### config.mk
export PLATFORM = sky130hd
export DESIGN_NAME = hazard_control_flat
export DESIGN_NICKNAME = d
export VERILOG_FILES = /design/src/rtl/hazard_control_pkg.sv /design/src/rtl/hazard_control_if.sv /design/src/rtl/sat_counter16.sv /design/src/rtl/hazard_control.sv /design/src/flat_wrapper.sv
export SDC_FILE = /design/constraint.sdc
export NUM_CORES = 1
export LEC_CHECK = 0
export ABC_AREA = 1
export CORE_ASPECT_RATIO = 1.4
export CORE_UTILIZATION = 52
export CTS_CLUSTER_SIZE = 24
export DETAILED_ROUTE_END_ITERATION = 10
export PLACE_DENSITY = 0.81
export SYNTH_ARGS = -nofsm -noshare
export SYNTH_HDL_FRONTEND = slang
export SYNTH_HIERARCHICAL = 1
export SYNTH_SLANG_ARGS = --single-unit
### constraint.sdc
create_clock -name clock -period 3.83 [get_ports clock]
set_input_delay 0.383 -clock clock [delete_from_list [all_inputs] [get_ports clock]]
set_output_delay 0.383 -clock clock [all_outputs]
set_load 0.02 [all_outputs]
### src/rtl/hazard_control_pkg.sv
// Shared definitions for the pipeline hazard controller: FSM encoding and defaults.
package hazard_control_pkg;

    typedef enum logic {
        StRun,
        StMemWait
    } state_e;

    localparam int unsigned TimeoutDefault = 255;
    localparam int unsigned WaitCntWidth   = 8;

endpackage

### src/rtl/hazard_control_if.sv
// Hazard-control signal bundle: pipeline hazard inputs and stage-register controls.
interface hazard_control_if;

    logic        idexMemRead;
    logic [4:0]  idexRegisterTarget;
    logic [4:0]  ifidRegisterSource;
    logic [4:0]  ifidRegisterTarget;
    logic        branchTaken;
    logic        memRequest;
    logic        memReady;

    logic        pcWrite;
    logic        ifidWrite;
    logic        idexWrite;
    logic        exmemWrite;
    logic        idexBubble;
    logic        ifidFlush;
    logic        idexFlush;
    logic        exmemFlush;
    logic        memTimeout;
    logic [15:0] stallCount;
    logic [15:0] flushCount;

    modport master (
        output idexMemRead, idexRegisterTarget, ifidRegisterSource, ifidRegisterTarget,
        output branchTaken, memRequest, memReady,
        input  pcWrite, ifidWrite, idexWrite, exmemWrite, idexBubble,
        input  ifidFlush, idexFlush, exmemFlush, memTimeout, stallCount, flushCount
    );

    modport slave (
        input  idexMemRead, idexRegisterTarget, ifidRegisterSource, ifidRegisterTarget,
        input  branchTaken, memRequest, memReady,
        output pcWrite, ifidWrite, idexWrite, exmemWrite, idexBubble,
        output ifidFlush, idexFlush, exmemFlush, memTimeout, stallCount, flushCount
    );

endinterface

### src/rtl/sat_counter16.sv
// 16-bit event counter that increments on enable and holds at all-ones.
module sat_counter16 (
    input  logic        clock,
    input  logic        reset,
    input  logic        en,
    output logic [15:0] count
);

    logic [15:0] count_q;

    always_ff @(posedge clock or posedge reset) begin
        if (reset) begin
            count_q <= 16'h0000;
        end else if (en && (count_q != 16'hFFFF)) begin
            count_q <= count_q + 16'h0001;
        end
    end

    assign count = count_q;

endmodule

### src/rtl/hazard_control.sv
// Pipeline hazard controller: memory-wait freeze, branch flush and load-use stall.
module hazard_control
    import hazard_control_pkg::*;
#(
    parameter int unsigned TIMEOUT = TimeoutDefault
) (
    input  logic             clock,
    input  logic             reset,
    hazard_control_if.slave  hz
);

    localparam logic [WaitCntWidth-1:0] TimeoutVal = WaitCntWidth'(TIMEOUT);

    state_e                  state_q, state_d;
    logic [WaitCntWidth-1:0] wait_cnt_q;
    logic                    timeout_q;
    logic                    load_use;
    logic                    stall;
    logic                    flush;
    logic                    freeze;

    assign load_use = hz.idexMemRead && (hz.idexRegisterTarget != 5'd0) &&
                      ((hz.idexRegisterTarget == hz.ifidRegisterSource) ||
                       (hz.idexRegisterTarget == hz.ifidRegisterTarget));

    always_comb begin
        state_d = state_q;
        freeze  = 1'b0;
        flush   = 1'b0;
        stall   = 1'b0;
        unique case (state_q)
            StRun: begin
                if (hz.memRequest && !hz.memReady) begin
                    freeze  = 1'b1;
                    state_d = StMemWait;
                end else if (hz.branchTaken) begin
                    flush = 1'b1;
                end else if (load_use) begin
                    stall = 1'b1;
                end
            end
            StMemWait: begin
                // Branches seen here are dropped; the frozen MEM stage re-presents them.
                if (hz.memReady) begin
                    state_d = StRun;
                end else begin
                    freeze = 1'b1;
                end
            end
            default: state_d = StRun;
        endcase
    end

    always_ff @(posedge clock or posedge reset) begin
        if (reset) begin
            state_q <= StRun;
        end else begin
            state_q <= state_d;
        end
    end

    always_ff @(posedge clock or posedge reset) begin
        if (reset) begin
            wait_cnt_q <= '0;
            timeout_q  <= 1'b0;
        end else begin
            if ((state_q == StRun) && (state_d == StMemWait)) begin
                wait_cnt_q <= '0;
            end else if ((state_q == StMemWait) && (wait_cnt_q != '1)) begin
                wait_cnt_q <= wait_cnt_q + 1'b1;
            end
            if ((state_q == StMemWait) && (wait_cnt_q == TimeoutVal)) begin
                timeout_q <= 1'b1;
            end
        end
    end

    assign hz.pcWrite    = !(freeze || stall);
    assign hz.ifidWrite  = !(freeze || stall);
    assign hz.idexWrite  = !freeze;
    assign hz.exmemWrite = !freeze;
    assign hz.idexBubble = stall;
    assign hz.ifidFlush  = flush;
    assign hz.idexFlush  = flush;
    assign hz.exmemFlush = flush;
    assign hz.memTimeout = timeout_q;

    sat_counter16 u_stall_cnt (
        .clock (clock),
        .reset (reset),
        .en    (stall),
        .count (hz.stallCount)
    );

    sat_counter16 u_flush_cnt (
        .clock (clock),
        .reset (reset),
        .en    (flush),
        .count (hz.flushCount)
    );

endmodule

### src/flat_wrapper.sv
// flat-port wrapper written by rule: the top's interface ports become plain ports
module hazard_control_flat import hazard_control_pkg::*;
#(
    parameter int unsigned TIMEOUT = TimeoutDefault
)
  (clock, reset, hz_idexMemRead, hz_idexRegisterTarget, hz_ifidRegisterSource, hz_ifidRegisterTarget, hz_branchTaken, hz_memRequest, hz_memReady, hz_pcWrite, hz_ifidWrite, hz_idexWrite, hz_exmemWrite, hz_idexBubble, hz_ifidFlush, hz_idexFlush, hz_exmemFlush, hz_memTimeout, hz_stallCount, hz_flushCount);
  hazard_control_if hz_i ();
  input  logic clock;
  input  logic reset;
  input wire logic [$bits(hz_i.idexMemRead)-1:0] hz_idexMemRead;
  input wire logic [$bits(hz_i.idexRegisterTarget)-1:0] hz_idexRegisterTarget;
  input wire logic [$bits(hz_i.ifidRegisterSource)-1:0] hz_ifidRegisterSource;
  input wire logic [$bits(hz_i.ifidRegisterTarget)-1:0] hz_ifidRegisterTarget;
  input wire logic [$bits(hz_i.branchTaken)-1:0] hz_branchTaken;
  input wire logic [$bits(hz_i.memRequest)-1:0] hz_memRequest;
  input wire logic [$bits(hz_i.memReady)-1:0] hz_memReady;
  output wire logic [$bits(hz_i.pcWrite)-1:0] hz_pcWrite;
  output wire logic [$bits(hz_i.ifidWrite)-1:0] hz_ifidWrite;
  output wire logic [$bits(hz_i.idexWrite)-1:0] hz_idexWrite;
  output wire logic [$bits(hz_i.exmemWrite)-1:0] hz_exmemWrite;
  output wire logic [$bits(hz_i.idexBubble)-1:0] hz_idexBubble;
  output wire logic [$bits(hz_i.ifidFlush)-1:0] hz_ifidFlush;
  output wire logic [$bits(hz_i.idexFlush)-1:0] hz_idexFlush;
  output wire logic [$bits(hz_i.exmemFlush)-1:0] hz_exmemFlush;
  output wire logic [$bits(hz_i.memTimeout)-1:0] hz_memTimeout;
  output wire logic [$bits(hz_i.stallCount)-1:0] hz_stallCount;
  output wire logic [$bits(hz_i.flushCount)-1:0] hz_flushCount;
  assign hz_i.idexMemRead = hz_idexMemRead;
  assign hz_i.idexRegisterTarget = hz_idexRegisterTarget;
  assign hz_i.ifidRegisterSource = hz_ifidRegisterSource;
  assign hz_i.ifidRegisterTarget = hz_ifidRegisterTarget;
  assign hz_i.branchTaken = hz_branchTaken;
  assign hz_i.memRequest = hz_memRequest;
  assign hz_i.memReady = hz_memReady;
  assign hz_pcWrite = hz_i.pcWrite;
  assign hz_ifidWrite = hz_i.ifidWrite;
  assign hz_idexWrite = hz_i.idexWrite;
  assign hz_exmemWrite = hz_i.exmemWrite;
  assign hz_idexBubble = hz_i.idexBubble;
  assign hz_ifidFlush = hz_i.ifidFlush;
  assign hz_idexFlush = hz_i.idexFlush;
  assign hz_exmemFlush = hz_i.exmemFlush;
  assign hz_memTimeout = hz_i.memTimeout;
  assign hz_stallCount = hz_i.stallCount;
  assign hz_flushCount = hz_i.flushCount;
  hazard_control #(.TIMEOUT(TIMEOUT)) u_core (.clock(clock), .reset(reset), .hz(hz_i));
endmodule
=== Yosys cells after proc, flatten, opt, wreduce, memory -nomap -nowiden ===
Index checks and enable logic that the tools add are counted.

* Add/subtract/negate cells: 3
* Multiply operators: 0
* Divide/modulo/power cells: 0
* Order comparisons: 0
* Equality and inequality tests: 6
* Shift operators: 0
* Mux-type cells: 12
* Bitwise logic cells: 1
* Reduce and logical (&&, ||, !) cells: 15

{| class="wikitable"
|+ Operators by type and width
! cell !! number
|-
| adder 16 x 1 -> 16 bit (second input constant) || 2
|-
| inequality test 16 bit (second input constant) || 2
|-
| 2-to-1 mux 8 bit || 2
|-
| == test 5 bit || 2
|-
| 2-to-1 mux 1 bit || 9
|-
| adder 8 x 1 -> 8 bit (second input constant) || 1
|-
| == test 8 bit (second input constant) || 1
|-
| logical AND 1 bit || 8
|-
| inequality test 8 bit (second input constant) || 1
|-
| nonzero test 5 bit || 1
|-
| zero test 1 bit || 3
|-
| logical OR 1 bit || 2
|-
| case mux 1 bit (2 select lines) || 1
|-
| nonzero test 2 bit || 1
|-
| NOT 1 bit || 1
|}

* Register bits after elaboration: 42
* Bits in latches: 0
* Bits in writable memories: 0
* ROM bits: 0
* Input port bits: 21
* Output and inout port bits: 41
* Logic and storage cells: 42
* Memories: 0

=== Depth between registers and ports, before layout ===
Gate-level depths: netlist of run 1.

* Word-level depth: 9
* Mapped depth: 15
* Depth with buffers taken out: 15

=== Modules after synthesis ===
Netlist of run 1, hierarchy kept.

{| class="wikitable"
|+ By module, submodules not included
! module !! instances !! cells an instance !! area an instance (um^2) !! seq. area each (um^2)
|-
| sat_counter16 || 2 || 150 || 1069.8 || 400.4
|-
| hazard_control || 1 || 122 || 815.8 || 250.2
|}

=== Worst setup path after synthesis of run 1 ===
Ideal clock, no wire load.

* Kind: reg-to-reg
* From: reg u_core.state_q
* To: reg u_core.u_flush_cnt.count_q[13] (netlist: u_core/u_flush_cnt/count[13])
* Setup time: 0.113 ns
* Arrival: 1.786 ns
* Data required time: 3.717 ns
* Setup slack: 1.931 ns
* Cell stages (with the launch flop): 11
* Buffers on the path: 0
* Clock period less this slack: 1.899 ns
* Cell sequence: dfrtp_1 > a21oi_1 > inv_1 > nor2_1 > inv_1 > nor2_1 > nand2_1 > nor2_1 > nand3_1 > nand2_1 > inv_1

* Longest elaborated chain between the ends: 2

{| class="wikitable"
|+ RTL lines
! item !! line !! source
|-
| start: declaration || hazard_control.sv:14 || <nowiki>state_e state_q, state_d;</nowiki>
|-
| start signal: assignment || hazard_control.sv:56 || <nowiki>state_q <= StRun;</nowiki>
|-
| start signal: assignment || hazard_control.sv:58 || <nowiki>state_q <= state_d;</nowiki>
|-
| 2-to-1 mux 1 bit || hazard_control.sv:31 || <nowiki>unique case (state_q)</nowiki>
|-
| net hz_exmemFlush || flat_wrapper.sv:24 || <nowiki>output wire logic [$bits(hz_i.exmemFlush)-1:0] hz_exmemFlush;</nowiki>
|-
| logical AND 1 bit || sat_counter16.sv:14 || <nowiki>end else if (en && (count_q != 16'hFFFF)) begin</nowiki>
|-
| end signal: assignment || sat_counter16.sv:15 || <nowiki>count_q <= count_q + 16'h0001;</nowiki>
|-
| end: declaration || sat_counter16.sv:9 || <nowiki>logic [15:0] count_q;</nowiki>
|}

The timed path passes the listed nets, and every way through them passes these cells.
A chain may end at the register's enable or synchronous reset.

=== Worst setup path in the final report of run 1 ===
* From: in hz_memReady
* To: out hz_idexBubble

* Longest elaborated chain between the ends: 4

{| class="wikitable"
|+ RTL lines
! item !! line !! source
|-
| start: declaration || flat_wrapper.sv:16 || <nowiki>input wire logic [$bits(hz_i.memReady)-1:0] hz_memReady;</nowiki>
|-
| zero test 1 bit || hazard_control.sv:33 || <nowiki>if (hz.memRequest && !hz.memReady) begin</nowiki>
|-
| logical AND 1 bit || hazard_control.sv:33 ||
|-
| 2-to-1 mux 1 bit || hazard_control.sv:33 ||
|-
| 2-to-1 mux 1 bit || hazard_control.sv:31 ||
|-
| end: declaration || flat_wrapper.sv:21 || <nowiki>output wire logic [$bits(hz_i.idexBubble)-1:0] hz_idexBubble;</nowiki>
|}

No other way between the ends.

==> out/results.txt, run 1 <==
first-pass GRT wire length - 11700 microns
# DRC - 1
clock tree buffer depth - 2
sequential area share after synthesis - 0.356
I/O pins - 62
headroom to the max-slew limit - 0.560
post-synthesis compound-gate area fraction - 0.0732
DRT antenna net count - 0
combinational power share - 0.424
setup_tns - 0 ps
# resized after CTS - 0
CP Data Required Time - 3450 ps
Slew Limit Fails - 0
Buffers & Inverters on Critical Path - 3
Synth cell types - 24
Hold WC Path Type - in -> async
die area - 5990 sq um
top post-synthesis cells by area - dfrtp_1 36%, nand2_1 19%, nand3_1 5.9%
clk_lat worst skew - 310 ps
Min Clock Period, post-route - 2670 ps
H-tree depth - 2
Syn Area/Cell - 7.00 sq um
GR Util All Layers - 0.248
crit-path most repeated cell - clkdlybuf4s50_1
hold buffers post-CTS - 0
Max Fanout on Critical Path - 3
syn_nets - 446
DRT iter0 DRCs - 120
Cell Int Power - 1.05 mW
Starting Density - 0.539
Layout area overhead - 24.1%
Critical Path AT - 2290 ps
Critical Path Source - hz_memReady
slowest CP cell - clkdlybuf4s50_1
RSZ-0062 raised after global routing - false
max_cap viols - 0
drt pass-1 iters - 7
switching portion of total power - 0.420
flop2flop setup slack - 1770 ps
Vias - 2812
row count - 32
Top FF cell, synth - dfrtp_1
Clock Pin Slew Worst Setup and Hold Paths - 80 ps
Die Y - 91.2 microns
Port Buffers - 61
PwrDens - 495 nW/um^2
Worst R2R End - u_core/u_flush_cnt/count[5]$_DFFE_PP0P_
Reg2Reg Depth - 7
clock power share - 0.171
fin area - 3670 sq um
hpwl dp - 5120 microns
leakage power - 1.66 nW
adder-cell share of the synthesized area - 0.0127
CP Class - in -> out
number of buffers inserted to repair setup after CTS - 0
Synth Warn # - 6
gpl congestion - 0.864
total wire length - 6680 microns
synthesized instance count - 422
Area after DPL - 3580 sq um
largest net degree at the start of global routing - 17
Psw - 0.762 mW
Max VDD drop - 0.369 mV
Mapped Area - 2960 sq um
most frequent cells in the layout - 149 x nand2_1, 61 x clkdlybuf4s50_1, 45 x inv_1, 42 x dfrtp_1, 39 x nor2_1
Hold Fails Final Rpt - 0
Sink Count - 42
CP Depth - 7
Post-synth EDFFs - 0
crit-path leading delay family - buffers and inverters
CTS tree - yes
layout cells sized above 1 - 0.136
grt ovf - 0
width of the die - 65.7 microns
number of antenna diodes - 0
Seq cells post-synth - 42
cts bufs inserted - 5
crit end category - primary output
failing checks - design-rule violations
Core Area - 5490 sq um
clk_skew - 10.1 ps
crit path cell chain - clkdlybuf4s50_1 -> inv_1 -> a21oi_1 -> nand3_1 -> nor2_1 -> and2_1 -> clkdlybuf4s50_1
vias per cell - 5.09
fraction of registers with async set/reset - 1.00
synthesized-area fraction occupied by and/or/nand/nor cells - 0.425
setup violators final - 0
Worst path max stage delay - 630 ps
crit share post-route - 0.698
status - finished, violations left
CTS root buf - clkbuf_8
routed len/inst - 12.1 microns
Power Total - 1.81 mW
mux cell area share after synthesis - 0
most common cell after layout, fill and taps aside - nand2_1
Seq pwr share - 0.405
CP Launch Type - primary input
Peak Freq - 374 MHz
initial antenna violation count - 0
Worst-Margin Slew - 659 ps
Synth area leader - dfrtp_1
# nets final - 507
vias in the first global route - 2690
Critical R2R Launch - u_core/state_q$_DFF_PP0_
main combinational cell family by area after synthesis - simple AND/OR/NAND/NOR gates
Yosys top cell area share - 0.356
worst setup path endpoint - hz_idexBubble
Synth Area in XOR/XNOR - 0.0385
## worst register-to-register path: cells and delay by family (launching register included)
family	cells	cell delay, ps
AND/OR/NAND/NOR	3	910
buffers and inverters	2	270
AO/OA/AOI/OAI	2	360
flip-flops	1	450
## layout make-up
class	instances	area, sq um
clock buffers	7	86.3
inverters	55	206
fillers	487	1820
well taps	68	85.1
multi-input cells	318	1620
clock inverters	1	5.00
repair buffers	61	611
flip-flops and latches	42	1050
## cell families (layout without fill, tap and decap cells)
logic type	Yosys count	in the layout
AO/OA/AOI/OAI	30	30
XOR/XNOR	13	13
adder cells (fa/ha/maj)	3	3
buffers and inverters	62	124
flip-flops	42	42
AND/OR/NAND/NOR	272	272
## through the flow
step	std cells	worst slack, ps	utilization	hold WS (ps)
2_1_floorplan	422	1930	-	223
3_3_place_gp	544	1180	0.652	482
3_5_place_dp	544	1160	0.652	465
4_1_cts	552	1150	0.669	425
5_1_grt	552	1050	0.669	467
6_report	552	1160	0.669	413
## metal layers
| layer | global-route usage | wire (microns) |
|---|---|---|
| met1 | 0.264 | 2660 |
| met4 | 0.0906 | 124 |
| met2 | 0.460 | 3640 |
| met5 | 0 | 0 |
| met3 | 0.0515 | 256 |
## registers in the layout, summed over array words and instances (netlist names)
signal                    flops
u_core/state_q                1
u_core/hz.memTimeout          1
u_core/u_stall_cnt/count     16
u_core/u_flush_cnt/count     16
u_core/wait_cnt_q             8
## synthesized netlist by cell type, types with 2 or more instances
library cell    n
nand2_1       149
inv_1          45
dfrtp_1        42
nor2_1         39
nand3_1        35
o21ai_2        17
nand2_2        14
inv_2          10
nand4_1        10
nor2_4         10
o21ai_1         9
xnor2_1         8
nor2_2          6
xor2_1          5
buf_4           4
nand3b_1        4
a21oi_1         3
buf_8           3
ha_1            3
nor3_1          2
## worst min-delay path by stage
stage | from | to | cells after the start
after floorplan | reset | u_core/hz.memTimeout$_DFFE_PP0P_ | 1
after global placement | u_core/hz.memTimeout$_DFFE_PP0P_ | u_core/hz.memTimeout$_DFFE_PP0P_ | 1
after detailed placement | u_core/hz.memTimeout$_DFFE_PP0P_ | u_core/hz.memTimeout$_DFFE_PP0P_ | 1
after CTS | reset | u_core/wait_cnt_q[0]$_DFFE_PP0P_ | 2
after global routing | reset | u_core/wait_cnt_q[2]$_DFFE_PP0P_ | 2
final | reset | u_core/wait_cnt_q[2]$_DFFE_PP0P_ | 2
## power groups by stage
stage	Sequential, mW	Combinational (mW)	Clock [mW]
2_1_floorplan	0.802	0.424	0
3_3_place_gp	0.737	0.750	0
3_5_place_dp	0.739	0.772	0
4_1_cts	0.734	0.775	0.317
5_1_grt	0.760	0.840	0.335
6_report	0.736	0.769	0.310
(Power assumes the default switching activity.)
==> run 2: changes to the inputs <==
- clock period: 3.83 -> 2.8 ns (I/O delays scaled with it)
==> out/results.txt, run 2 (same netlist as run 1, synthesis figures left out) <==
CP Launch Type - primary input
Sink Count - 42 (unchanged)
Slew Limit Fails - 0 (unchanged)
total wire length - 6870 microns (+2.8%)
clk_lat worst skew - 290 ps (-20 ps)
Clock Pin Slew Worst Setup and Hold Paths - 80 ps (about the same)
max_cap viols - 0 (unchanged)
hpwl dp - 5270 microns (+2.9%)
CP Data Required Time - 2520 ps (-930 ps)
Psw - 1.05 mW (+37%)
most common cell after layout, fill and taps aside - nand2_1
DRT antenna net count - 0 (unchanged)
layout cells sized above 1 - 0.138 (+0.00207)
fill count - 485 (-0.41%)
M2 GR Usage - 0.458 (-0.00170)
Critical R2R Launch - u_core/state_q$_DFF_PP0_
setup violators final - 0 (unchanged)
width of the die - 65.7 microns (unchanged)
routed len/inst - 12.4 microns (+2.8%)
Worst-Margin Slew - 659 ps (-0.191 ps)
CTS tree - yes
Reg2Reg Depth - 7 (unchanged)
H-tree depth - 2 (unchanged)
hold buffers post-CTS - 0 (unchanged)
fin area - 3720 sq um (+1.4%)
Starting Density - 0.539 (unchanged)
most frequent cells in the layout - 149 x nand2_1, 61 x clkdlybuf4s50_1, 45 x inv_1, 42 x dfrtp_1, 39 x nor2_1
die area - 5990 sq um (unchanged)
RSZ-0062 raised after global routing - false
Final Core Density - 0.678 (+0.00935)
busiest layer in global routing - met2
number of buffers inserted to repair setup after CTS - 0 (unchanged)
switching portion of total power - 0.393 (-0.0275)
setup_tns - 0 ps (unchanged)
PwrDens - 718 nW/um^2 (+45%)
Core Area - 5490 sq um (unchanged)
GR Layer Usage met3 - 0.0415 (-0.0101)
flop2flop setup slack - 710 ps (-1060 ps)
first-pass GRT wire length - 11500 microns (-1.2%)
Worst path max stage delay - 630 ps (about the same)
Vias - 2836 (+0.85%)
failing checks - design-rule violations
Peak Freq - 400 MHz
Cell Int Power - 1.62 mW (+54%)
clock power share - 0.224 (+0.053)
final hold slack - 332 ps (-81.1 ps)
grt met1 use - 0.255 (-0.00895)
slowest CP cell - clkdlybuf4s50_1
# resized after CTS - 0 (unchanged)
Hold Fails Final Rpt - 0 (unchanged)
DRT iter0 DRCs - 97 (-19%)
Min Clock Period, post-route - 2500 ps
Hold WC Path Type - in -> async
Layout area overhead - 25.8%
GR Util All Layers - 0.247 (-0.000581)
Buffers & Inverters on Critical Path - 3 (unchanged)
I/O pins - 62 (unchanged)
Max VDD drop - 0.527 mV (+43%)
initial antenna violation count - 0 (unchanged)
leakage power - 1.68 nW (+1.4%)
row count - 32 (unchanged)
crit-path most repeated cell - clkdlybuf4s50_1
headroom to the max-slew limit - 0.560 (about the same)
drt pass-1 iters - 7 (unchanged)
Worst R2R End - u_core/u_flush_cnt/count[4]$_DFFE_PP0P_
grt ovf - 0 (unchanged)
Power Total - 2.67 mW (+47%)
CTS root buf - clkbuf_8
largest net degree at the start of global routing - 17 (unchanged)
vias in the first global route - 2723 (+1.2%)
crit-path leading delay family - buffers and inverters
clock tree buffer depth - 2 (unchanged)
crit end category - primary output
vias per cell - 5.14 (+0.85%)
crit path cell chain - clkdlybuf4s50_1 -> inv_1 -> a21oi_1 -> nand3_1 -> nor2_1 -> and2_1 -> clkdlybuf4s50_1
CP Class - in -> out
Critical Path AT - 2220 ps (-70 ps)
Seq pwr share - 0.378 (-0.027)
# nets final - 507 (unchanged)
cts bufs inserted - 5 (unchanged)
status - finished, violations left
# DRC - 1 (unchanged)
Area after DPL - 3580 sq um (unchanged)
Die Y - 91.2 microns (unchanged)
Port Buffers - 61 (unchanged)
gpl congestion - 0.872 (+0.93%)
combinational power share - 0.398 (-0.026)
Max Fanout on Critical Path - 3 (unchanged)
number of antenna diodes - 0 (unchanged)
clk_skew - 6.26 ps (-3.86 ps)
crit share post-route - 0.892
-- run 2: cell count changes in the layout (fill, tap and decap cells not counted) --
cell	change
clkbuf_1	-1
clkinv_2	-1
bufinv_16	+2
-- run 2: per-layer routing --
metal	vias to the layer above	wire (microns)
li1	1435	-
met1	1315	2590
met2	67	3790
met3	19	283
met4	0	199
met5	-	0
-- run 2: final cells by class --
type,instances,area (sq um),area share
inverter,55,206,0.0555
multi-input combinational,318,1620,0.436
tap,68,85.1,0.0229
clock buffer,6,82.6,0.0222
sequential,42,1050,0.283
timing repair buffer,61,611,0.164
clock inverter,2,60.1,0.0162
-- run 2: power groups by stage --
stage                     Clock [mW]  Sequential, mW  Combinational, mW
final                          0.598            1.01               1.06
after CTS                      0.614            1.01               1.07
after global routing           0.640            1.04               1.15
after global placement             0            1.01               1.03
after floorplan                    0            1.10              0.579
after detailed placement           0            1.01               1.06
-- run 2: through the flow --
| stage | setup WS, ps | cells |
|---|---|---|
| CTS | 323 | 552 |
| finish | 302 | 552 |
| floorplan | 901 | 422 |
| detailed placement | 320 | 544 |
| global placement | 356 | 544 |
| global route | 144 | 552 |
-- run 2: worst max-delay path by stage --
stage | slack [ps] | start | depth (start not counted) | endpoint
6_report | 300 | hz_memReady | 7 | hz_idexBubble
5_1_grt | 140 | hz_memReady | 7 | hz_idexBubble
4_1_cts | 320 | hz_memReady | 6 | hz_idexFlush
3_5_place_dp | 320 | hz_memReady | 6 | hz_idexFlush
3_3_place_gp | 360 | hz_memReady | 6 | hz_exmemFlush
2_1_floorplan | 900 | u_core/state_q$_DFF_PP0_ | 10 | u_core/u_flush_cnt/count[13]$_DFFE_PP0P_
-- run 2: worst register-to-register path, cell delays in order, from the launching register on --
cell and delay [ps]:
dfrtp_1 450, a21oi_1 320, inv_1 100, nor2_1 320, inv_1 190, nor2_4 440
nand2_1 140, o21ai_2 80
==> run 3: changes to the inputs <==
--- a/config.mk
+++ b/config.mk
@@ -12,3 +12,3 @@
 export DETAILED_ROUTE_END_ITERATION = 10
-export PLACE_DENSITY = 0.81
+export PLACE_DENSITY_LB_ADDON = 0.3
 export SYNTH_ARGS = -nofsm -noshare
--- a/constraint.sdc
+++ b/constraint.sdc
@@ -3,2 +3,2 @@
 set_output_delay 0.28 -clock clock [all_outputs]
-set_load 0.02 [all_outputs]
+set_load 0.005 [all_outputs]
==> out/results.txt, run 3 (same netlist as run 1, synthesis figures left out) <==
clk_lat worst skew - 300 ps (about the same)
CTS root buf - clkbuf_8
Critical Path AT - 2100 ps (-120 ps)
Port Buffers - 61 (unchanged)
Layout area overhead - 25.7%
Worst path max stage delay - 600 ps (-30 ps)
clock power share - 0.235 (+0.011)
setup_tns - 0 ps (unchanged)
width of the die - 65.7 microns (unchanged)
PwrDens - 673 nW/um^2 (-6.3%)
row count - 32 (unchanged)
hold buffers post-CTS - 0 (unchanged)
initial antenna violation count - 0 (unchanged)
max_cap viols - 0 (unchanged)
Die Y - 91.2 microns (unchanged)
leakage power - 1.68 nW (-0.18%)
Worst R2R End - u_core/u_flush_cnt/count[11]$_DFFE_PP0P_
Critical R2R Launch - u_core/state_q$_DFF_PP0_
crit share post-route - 0.850 (-0.0426)
Seq pwr share - 0.402 (+0.024)
Vias - 2850 (+0.49%)
flop2flop setup slack - 720 ps (about the same)
CTS tree - yes
Core Area - 5490 sq um (unchanged)
headroom to the max-slew limit - 0.569 (+0.00875)
drt pass-1 iters - 6 (-1)
first-pass GRT wire length - 11500 microns (+0.12%)
CP Data Required Time - 2520 ps (about the same)
Cell Int Power - 1.59 mW (-1.6%)
Min Clock Period, post-route - 2380 ps (-119 ps)
crit end category - primary output
vias per cell - 5.16 (+0.49%)
Worst-Margin Slew - 646 ps (-13.1 ps)
Starting Density - 0.539 (unchanged)
largest net degree at the start of global routing - 17 (unchanged)
crit path cell chain - clkdlybuf4s50_1 -> inv_1 -> a21oi_1 -> inv_1 -> nor2_1 -> clkdlybuf4s50_1
Reg2Reg Depth - 7 (unchanged)
die area - 5990 sq um (unchanged)
CP Launch Type - primary input
clk_skew - 9.17 ps (+2.91 ps)
most common cell after layout, fill and taps aside - nand2_1
layout cells sized above 1 - 0.138 (unchanged)
setup violators final - 0 (unchanged)
total wire length - 6810 microns (-0.92%)
most frequent cells in the layout - 149 x nand2_1, 61 x clkdlybuf4s50_1, 45 x inv_1, 42 x dfrtp_1, 39 x nor2_1
# nets final - 507 (unchanged)
gpl congestion - 0.829 (-5.0%)
I/O pins - 62 (unchanged)
Hold Fails Final Rpt - 0 (unchanged)
Hold WC Path Type - in -> async
Max Fanout on Critical Path - 5 (+2)
Max VDD drop - 0.419 mV (-20%)
GR Util All Layers - 0.244 (-0.00348)
cts bufs inserted - 5 (unchanged)
Slew Limit Fails - 0 (unchanged)
CP Class - in -> out
DRT antenna net count - 0 (unchanged)
hpwl dp - 5160 microns (-2.0%)
# resized after CTS - 0 (unchanged)
Clock Pin Slew Worst Setup and Hold Paths - 90 ps (about the same)
H-tree depth - 2 (unchanged)
status - completed
RSZ-0062 raised after global routing - false
number of buffers inserted to repair setup after CTS - 0 (unchanged)
clock tree buffer depth - 2 (unchanged)
grt ovf - 0 (unchanged)
Peak Freq - 420 MHz (+5.0%)
vias in the first global route - 2718 (-0.18%)
routed len/inst - 12.3 microns (-0.92%)
slowest CP cell - clkdlybuf4s50_1
switching portion of total power - 0.362 (-0.0309)
Power Total - 2.50 mW (-6.4%)
DRT iter0 DRCs - 212 (+120%)
combinational power share - 0.363 (-0.035)
# DRC - 0 (-1)
Psw - 0.904 mW (-14%)
Sink Count - 42 (unchanged)
number of antenna diodes - 0 (unchanged)
-- run 3: per-stage QoR --
stage / utilization / cell area [sq um] / hold WS [ps] / cells / worst slack (ps)
floorplan: - / 2960 / 120 / 422 / 1120
finish: 0.677 / 3710 / 320 / 552 / 421
CTS: 0.677 / 3710 / 330 / 552 / 397
detailed placement: 0.652 / 3580 / 485 / 544 / 367
global route: 0.677 / 3710 / 362 / 552 / 311
global placement: 0.652 / 3580 / 482 / 544 / 473
-- run 3: power groups by stage --
stage	clock network (mW)	logic [mW]	registers, mW
floorplan	0	0.555	0.972
global placement	0	0.869	1.01
detailed placement	0	0.904	1.01
CTS	0.600	0.913	1.00
global route	0.621	0.995	1.04
finish	0.586	0.907	1.01
-- run 3: worst max-delay path by stage --
stage	from	depth (start not counted)	slack, ps	endpoint
after floorplan	u_core/state_q$_DFF_PP0_	11	1120	u_core/u_stall_cnt/count[13]$_DFFE_PP0P_
after global placement	hz_memReady	6	470	hz_exmemFlush
after detailed placement	hz_memReady	9	370	u_core/u_flush_cnt/count[11]$_DFFE_PP0P_
after CTS	hz_memReady	6	400	hz_exmemFlush
after global routing	hz_memReady	7	310	hz_idexBubble
final	hz_memReady	6	420	hz_ifidFlush
-- run 3: worst max-delay path: cells and delay by family --
family,cells,cell delay (ps)
AND/OR/NAND/NOR,1,380
AO/OA/AOI/OAI,1,230
buffers and inverters,4,1200
-- run 3: layout make-up --
| class | count | area [sq um] |
|---|---|---|
| Clock buffer | 5 | 68.8 |
| Clock inverter | 3 | 68.8 |
| Fill cell | 467 | 1770 |
| Inverter | 55 | 206 |
| Multi-Input combinational cell | 318 | 1620 |
| Sequential cell | 42 | 1050 |
| Tap cell | 68 | 85.1 |
| Timing Repair Buffer | 61 | 611 |
-- run 3: per-layer routing --
metal | vias up | GRT usage | routed length (microns)
met5 | - | 0 | 0
met4 | 0 | 0.0906 | 91
met3 | 11 | 0.0377 | 179
met2 | 55 | 0.455 | 3840
met1 | 1349 | 0.265 | 2700
li1 | 1435 | - | -
